`src/rtl/puf_resp_demux.sv`:
```
// puf_resp_demux: fires PUF races, majority-votes VOTES samples per bit and assembles
// a RESP_W-bit response word on a valid/ready handshake. PUF_STABILITY_EN adds unstable_mask.
module puf_resp_demux #(
  parameter int RESP_W = 32,
  parameter int VOTES  = 5,
  parameter int SETTLE = 4
) (
  input  logic                      clk,
  input  logic                      rst_n,
  input  logic                      start,
  output logic                      puf_launch,
  output logic [$clog2(RESP_W)-1:0] bit_idx,
  input  logic                      puf_resp,
  output logic                      busy,
  output logic [RESP_W-1:0]         resp_word,
  output logic                      resp_valid,
  input  logic                      resp_ready
`ifdef PUF_STABILITY_EN
  ,
  output logic [RESP_W-1:0]         unstable_mask
`endif
);
  localparam int BW = $clog2(RESP_W);
  localparam int VW = $clog2(VOTES + 1);
  localparam int SW = $clog2(SETTLE + 1);
  localparam logic [BW-1:0] LAST_BIT    = BW'(RESP_W - 1);
  localparam logic [VW-1:0] VOTES_LAST  = VW'(VOTES - 1);
  localparam logic [SW-1:0] SETTLE_LAST = SW'(SETTLE - 1);

  typedef enum logic [2:0] {
    S_IDLE, S_LAUNCH, S_WAIT, S_SAMPLE, S_STORE, S_DONE
  } state_t;

  state_t          state, state_nxt;
  logic [VW-1:0]   votes;
  logic [VW-1:0]   ones;
  logic [SW-1:0]   settle;

  function automatic logic majority(input logic [VW-1:0] cnt);
    return cnt > VW'(VOTES / 2);
  endfunction

  function automatic logic split_vote(input logic [VW-1:0] cnt);
    return (cnt != '0) && (cnt != VW'(VOTES));
  endfunction

  always_ff @(posedge clk or negedge rst_n) begin
    if (!rst_n) state <= S_IDLE;
    else        state <= state_nxt;
  end

  always_comb begin
    state_nxt = state;
    case (state)
      S_IDLE:   if (start) state_nxt = S_LAUNCH;
      S_LAUNCH: state_nxt = S_WAIT;
      S_WAIT:   if (settle == SETTLE_LAST) state_nxt = S_SAMPLE;
      S_SAMPLE: state_nxt = (votes < VOTES_LAST) ? S_LAUNCH : S_STORE;
      S_STORE:  state_nxt = (bit_idx == LAST_BIT) ? S_DONE : S_LAUNCH;
      S_DONE:   if (resp_ready) state_nxt = S_IDLE;
      default:  state_nxt = S_IDLE;
    endcase
  end

  always_comb begin
    puf_launch = (state == S_LAUNCH);
    busy       = (state != S_IDLE);
    resp_valid = (state == S_DONE);
  end

  // Counters and word assembly; votes/ones hold the running tally for the current bit
  always_ff @(posedge clk or negedge rst_n) begin
    if (!rst_n) begin
      bit_idx   <= '0;
      votes     <= '0;
      ones      <= '0;
      settle    <= '0;
      resp_word <= '0;
    end else begin
      case (state)
        S_IDLE: if (start) begin
          bit_idx <= '0;
          votes   <= '0;
          ones    <= '0;
          settle  <= '0;
        end
        S_WAIT:   settle <= (settle == SETTLE_LAST) ? '0 : settle + SW'(1);
        S_SAMPLE: begin
          ones  <= ones + VW'(puf_resp);
          votes <= votes + VW'(1);
        end
        S_STORE: begin
          resp_word[bit_idx] <= majority(ones);
          ones  <= '0;
          votes <= '0;
          if (bit_idx != LAST_BIT) bit_idx <= bit_idx + BW'(1);
        end
        default: ;
      endcase
    end
  end

`ifdef PUF_STABILITY_EN
  always_ff @(posedge clk or negedge rst_n) begin
    if (!rst_n)                            unstable_mask <= '0;
    else if (state == S_IDLE && start)     unstable_mask <= '0;
    else if (state == S_STORE)             unstable_mask[bit_idx] <= split_vote(ones);
  end
`else
  logic unused_split;
  assign unused_split = split_vote(ones);
`endif

endmodule
```
`config.mk`:
```
export PLATFORM = sky130hd
export DESIGN_NAME = puf_resp_demux
export DESIGN_NICKNAME = d
export VERILOG_FILES = /design/src/rtl/puf_resp_demux.sv
export SDC_FILE = /design/constraint.sdc
export NUM_CORES = 1
export LEC_CHECK = 0
export BUFFER_PORTS_ARGS = -buffer_cell sky130_fd_sc_hd__buf_2
export CORE_MARGIN = 4
export CORE_UTILIZATION = 50
export CTS_CLUSTER_DIAMETER = 60
export DETAILED_ROUTE_END_ITERATION = 10
export GPL_TIMING_DRIVEN = 1
export PLACE_DENSITY = 0.73
export SYNTH_ARGS = -nofsm -noshare
export SYNTH_HDL_FRONTEND = slang
export SYNTH_SLANG_ARGS = --single-unit
export TNS_END_PERCENT = 50
```
`constraint.sdc`:
```
create_clock -name clk -period 3.1 [get_ports clk]
set_clock_uncertainty 0.1 [all_clocks]
set_input_delay 0 -clock clk [delete_from_list [all_inputs] [get_ports clk]]
set_output_delay 0 -clock clk [all_outputs]
set_load 0.01 [all_outputs]
```
==> impl_metrics.py <==
metrics = {
    "detailed_routing": {
        "avgViaCountPerCell": 5.27,
        "dr.pass1.iters": 4,
        "avgRoutedWirePerCell_um": 14.6,
        "antenna_left": 0,
        "drc": 0,
        "drt-initial-drc-count": 97,
        "wl_mm": 4.71,
        "dr_total_vias": 1698,
    },
    "worst_setup_path": {
        "path_class": "reg2reg",
        "r2r_end": "bit_idx[3]",
        "worstRegToRegCells": 6,
        "crit_fanout": 7,
        "cp.arrival_ns": 2.41,
        "regToRegStartpoint": "bit_idx[0]",
        "cp.required_ns": 3.22,
        "crit_path_start_kind": "flop",
        "r2r_slack_ns": 0.81,
        "cp-end-kind": "flop",
    },
    "power": {
        "powerDensity_mw_per_mm2": 588,
        "internal-power_uw": 1080,
        "p_seq_share_pct": 51.2,
        "p_clk_share_pct": 21.7,
        "p_switching_uw": 572,
        "p_comb_share_pct": 27.0,
        "swShare_pct": 34.5,
        "power.leakage_uw": 0.00144,
        "ir_worst_vdd_uv": 320,
    },
    "clocking": {
        "clock_sinks": 49,
        "clk_pin_slew_ns": 0.09,
        "cts_made_buffers": 5,
        "cts_tree": "built",
        "cts_resized": 0,
        "clk_latency_ns": 0.29,
        "cts_max_level": 2,
        "clk_root_buffer_cell": "clkbuf_8",
        "post-cts-setup-buffer-count": 0,
        "cts_max_path_buffers": 2,
    },
    "logic_synthesis": {
        "yosys-top-cells-count": "49 x dfrtp_1, 36 x mux2_2, 21 x nand2_1",
        "synthMuxAreaShare_pct": 17.0,
        "synth_area_mm2": 0.00244,
        "synth_edf_count": 0,
        "ys_seq_area_share_pct": 50.2,
        "synth_area_leader_cell": "dfrtp_1",
        "synth-xor-area-share_pct": 0.358,
        "synth_area_leaders": "dfrtp_1 50%, mux2_2 17%, ha_1 4.6%, nand2_1 3.2%, nor2_1 3.1%",
        "synth-seq-cells": 49,
        "yosysTopAreaCellShare_pct": 50.2,
        "synth_top_family_by_area": "simple AND/OR/NAND/NOR gates",
        "synthArstFlopShare_pct": 100,
        "synth.most_common_cell": "dfrtp_1",
        "yosysUniqueCellTypes": 35,
        "synth_area_per_cell_um2": 11.5,
        "synth-compound-area-share_pct": 5.89,
        "synth_nets": 226,
        "synth_ff_type": "dfrtp_1",
        "synth-adder-area-share_pct": 4.61,
        "syn_inst": 212,
        "ys_warn_count": 0,
        "synthSimpleGateAreaFrac_pct": 19.2,
    },
    "placed_design": {
        "finalWeightedCongestion": 0.895,
        "place_area_mm2": 0.00270,
        "dpl.hpwl_mm": 3.21,
        "port_buffers": 44,
    },
    "timing": {
        "max_freq_ghz": 0.436,
        "rsz0062_at_grt": "no",
        "setup-violations-final": 0,
        "hold_viol_final": 0,
        "drv_slew": 0,
        "max_slew.worst_pin.slew_ns": 1.08,
        "finalSetupTns_ns": 0,
        "period_needed_ns": 2.29,
        "slew-limit-headroom_pct": 28.1,
        "min_period_over_period_pct": 74.0,
    },
    "status": {
        "status": "completed",
    },
    "floorplanning": {
        "io-pin-count": 45,
        "dieArea_mm2": 0.00607,
        "dieWidth_um": 77.9,
        "initial_core_util_pct": 51.8,
        "rows": 25,
        "core_mm2": 0.00472,
        "die_h_um": 77.9,
    },
    "grt": {
        "grt_pass1_vias": 1683,
        "antenna_found_initial": 0,
        "grt_use_total_pct": 16.7,
        "grt_start_max_net_pins": 50,
        "globalRouteOverflowTotal": 0,
        "grt_first_pass_wirelength_mm": 8.18,
    },
    "final_layout": {
        "drive_gt1_share_pct": 36.5,
        "nets": 268,
        "area_growth_pct": 15.3,
        "stdcell_area_mm2": 0.00282,
        "fill_cells": 397,
        "antenna_cells": 0,
    },
    "worst_hold_path": {
        "hold_class": "in2async",
    },
    "run": {
        "cap_violations": 0,
    },
}
power by group through the flow:
stage / combinational, uW / sequential, uW / clock (uW)
after global placement: 444 / 855 / 0
after detailed placement: 453 / 860 / 0
after global routing: 507 / 872 / 398
final: 448 / 848 / 360
after CTS: 457 / 849 / 375
after floorplan: 414 / 780 / 0
what timing repair did:
action                                  4_1_cts  5_1_grt
endpoints found under the setup margin        0        0
hold buffers                                  4        0
hold endpoints to repair                     52        0
layout by cell type, fill, tap and decap left out, drive strengths merged, types with 3 or more instances in the layout:
| master | count |
|---|---|
| inv | 4 |
| nand3b | 6 |
| nor3b | 4 |
| dfrtp | 49 |
| and4bb | 4 |
| a32o | 3 |
| mux2 | 36 |
| clkbuf | 6 |
| ha | 9 |
| o21ai | 3 |
| and3 | 3 |
| a22o | 5 |
| nor2 | 20 |
| nand2 | 21 |
| a21o | 3 |
| dlygate4sd3 | 4 |
| buf | 44 |
| nand3 | 7 |
metrics by stage:
step                      power [uW]  std cells  utilization, %  hold WS [ns]  worst slack (ns)
after detailed placement        1310        310            57.1         0.169             0.831
final                           1660        322            59.7         0.342             0.807
after global placement          1300        310            57.1         0.170             0.878
after CTS                       1680        322            59.7         0.385             0.811
after global routing            1780        322            59.7         0.424             0.692
after floorplan                 1190        212               -        -0.396             0.882
critical path: stages, from the launching register on:
cell and delay (ns):
dfrtp_1 0.45, ha_1 0.26, and3_1 0.20, ha_1 0.22, or4b_4 0.51, or3_1 0.36, a21oi_1 0.14
logic make-up (layout without fill, tap and decap cells):
| group | Yosys count | after routing |
|---|---|---|
| AO/OA/AOI/OAI | 19 | 19 |
| XOR/XNOR | 1 | 1 |
| adder cells (fa/ha/maj) | 9 | 9 |
| buffers and inverters | 17 | 60 |
| flip-flops | 49 | 49 |
| multiplexers | 37 | 37 |
| AND/OR/NAND/NOR | 80 | 80 |
worst max path at each step:
| stage | startpoint | to | slack (ns) | cells after the start |
|---|---|---|---|---|
| after floorplan | bit_idx[0] | bit_idx[3] | 0.88 | 6 |
| after global placement | bit_idx[0] | bit_idx[3] | 0.88 | 6 |
| after detailed placement | bit_idx[0] | bit_idx[3] | 0.83 | 6 |
| after CTS | bit_idx[0] | bit_idx[3] | 0.81 | 6 |
| after global routing | bit_idx[0] | bit_idx[3] | 0.69 | 6 |
| final | bit_idx[0] | bit_idx[3] | 0.81 | 6 |
state kept, by name (all words and copies together) (netlist names):
name,count
bit_idx,5
resp_word,32
votes,3
ones,3
settle,3
state,3
final cells by class:
cell class / instances / area [um^2] / area share (%)
clock buffers: 6 / 72.6 / 2.57
clock inverters: 2 / 10.0 / 0.355
inverters: 4 / 15.0 / 0.533
multi-input cells: 146 / 1150 / 40.8
flip-flops and latches: 49 / 1230 / 43.5
well taps: 67 / 83.8 / 2.97
repair buffers: 48 / 260 / 9.23
per-layer routing:
layer / vias up / track usage, % / wire (um)
li1: 835 / - / -
met1: 809 / 23.7 / 2270
met2: 47 / 25.1 / 2110
met3: 7 / 4.64 / 280
met4: 0 / 5.07 / 55
met5: - / 0 / 0
No activity file was read; power rests on OpenSTA's default activity.
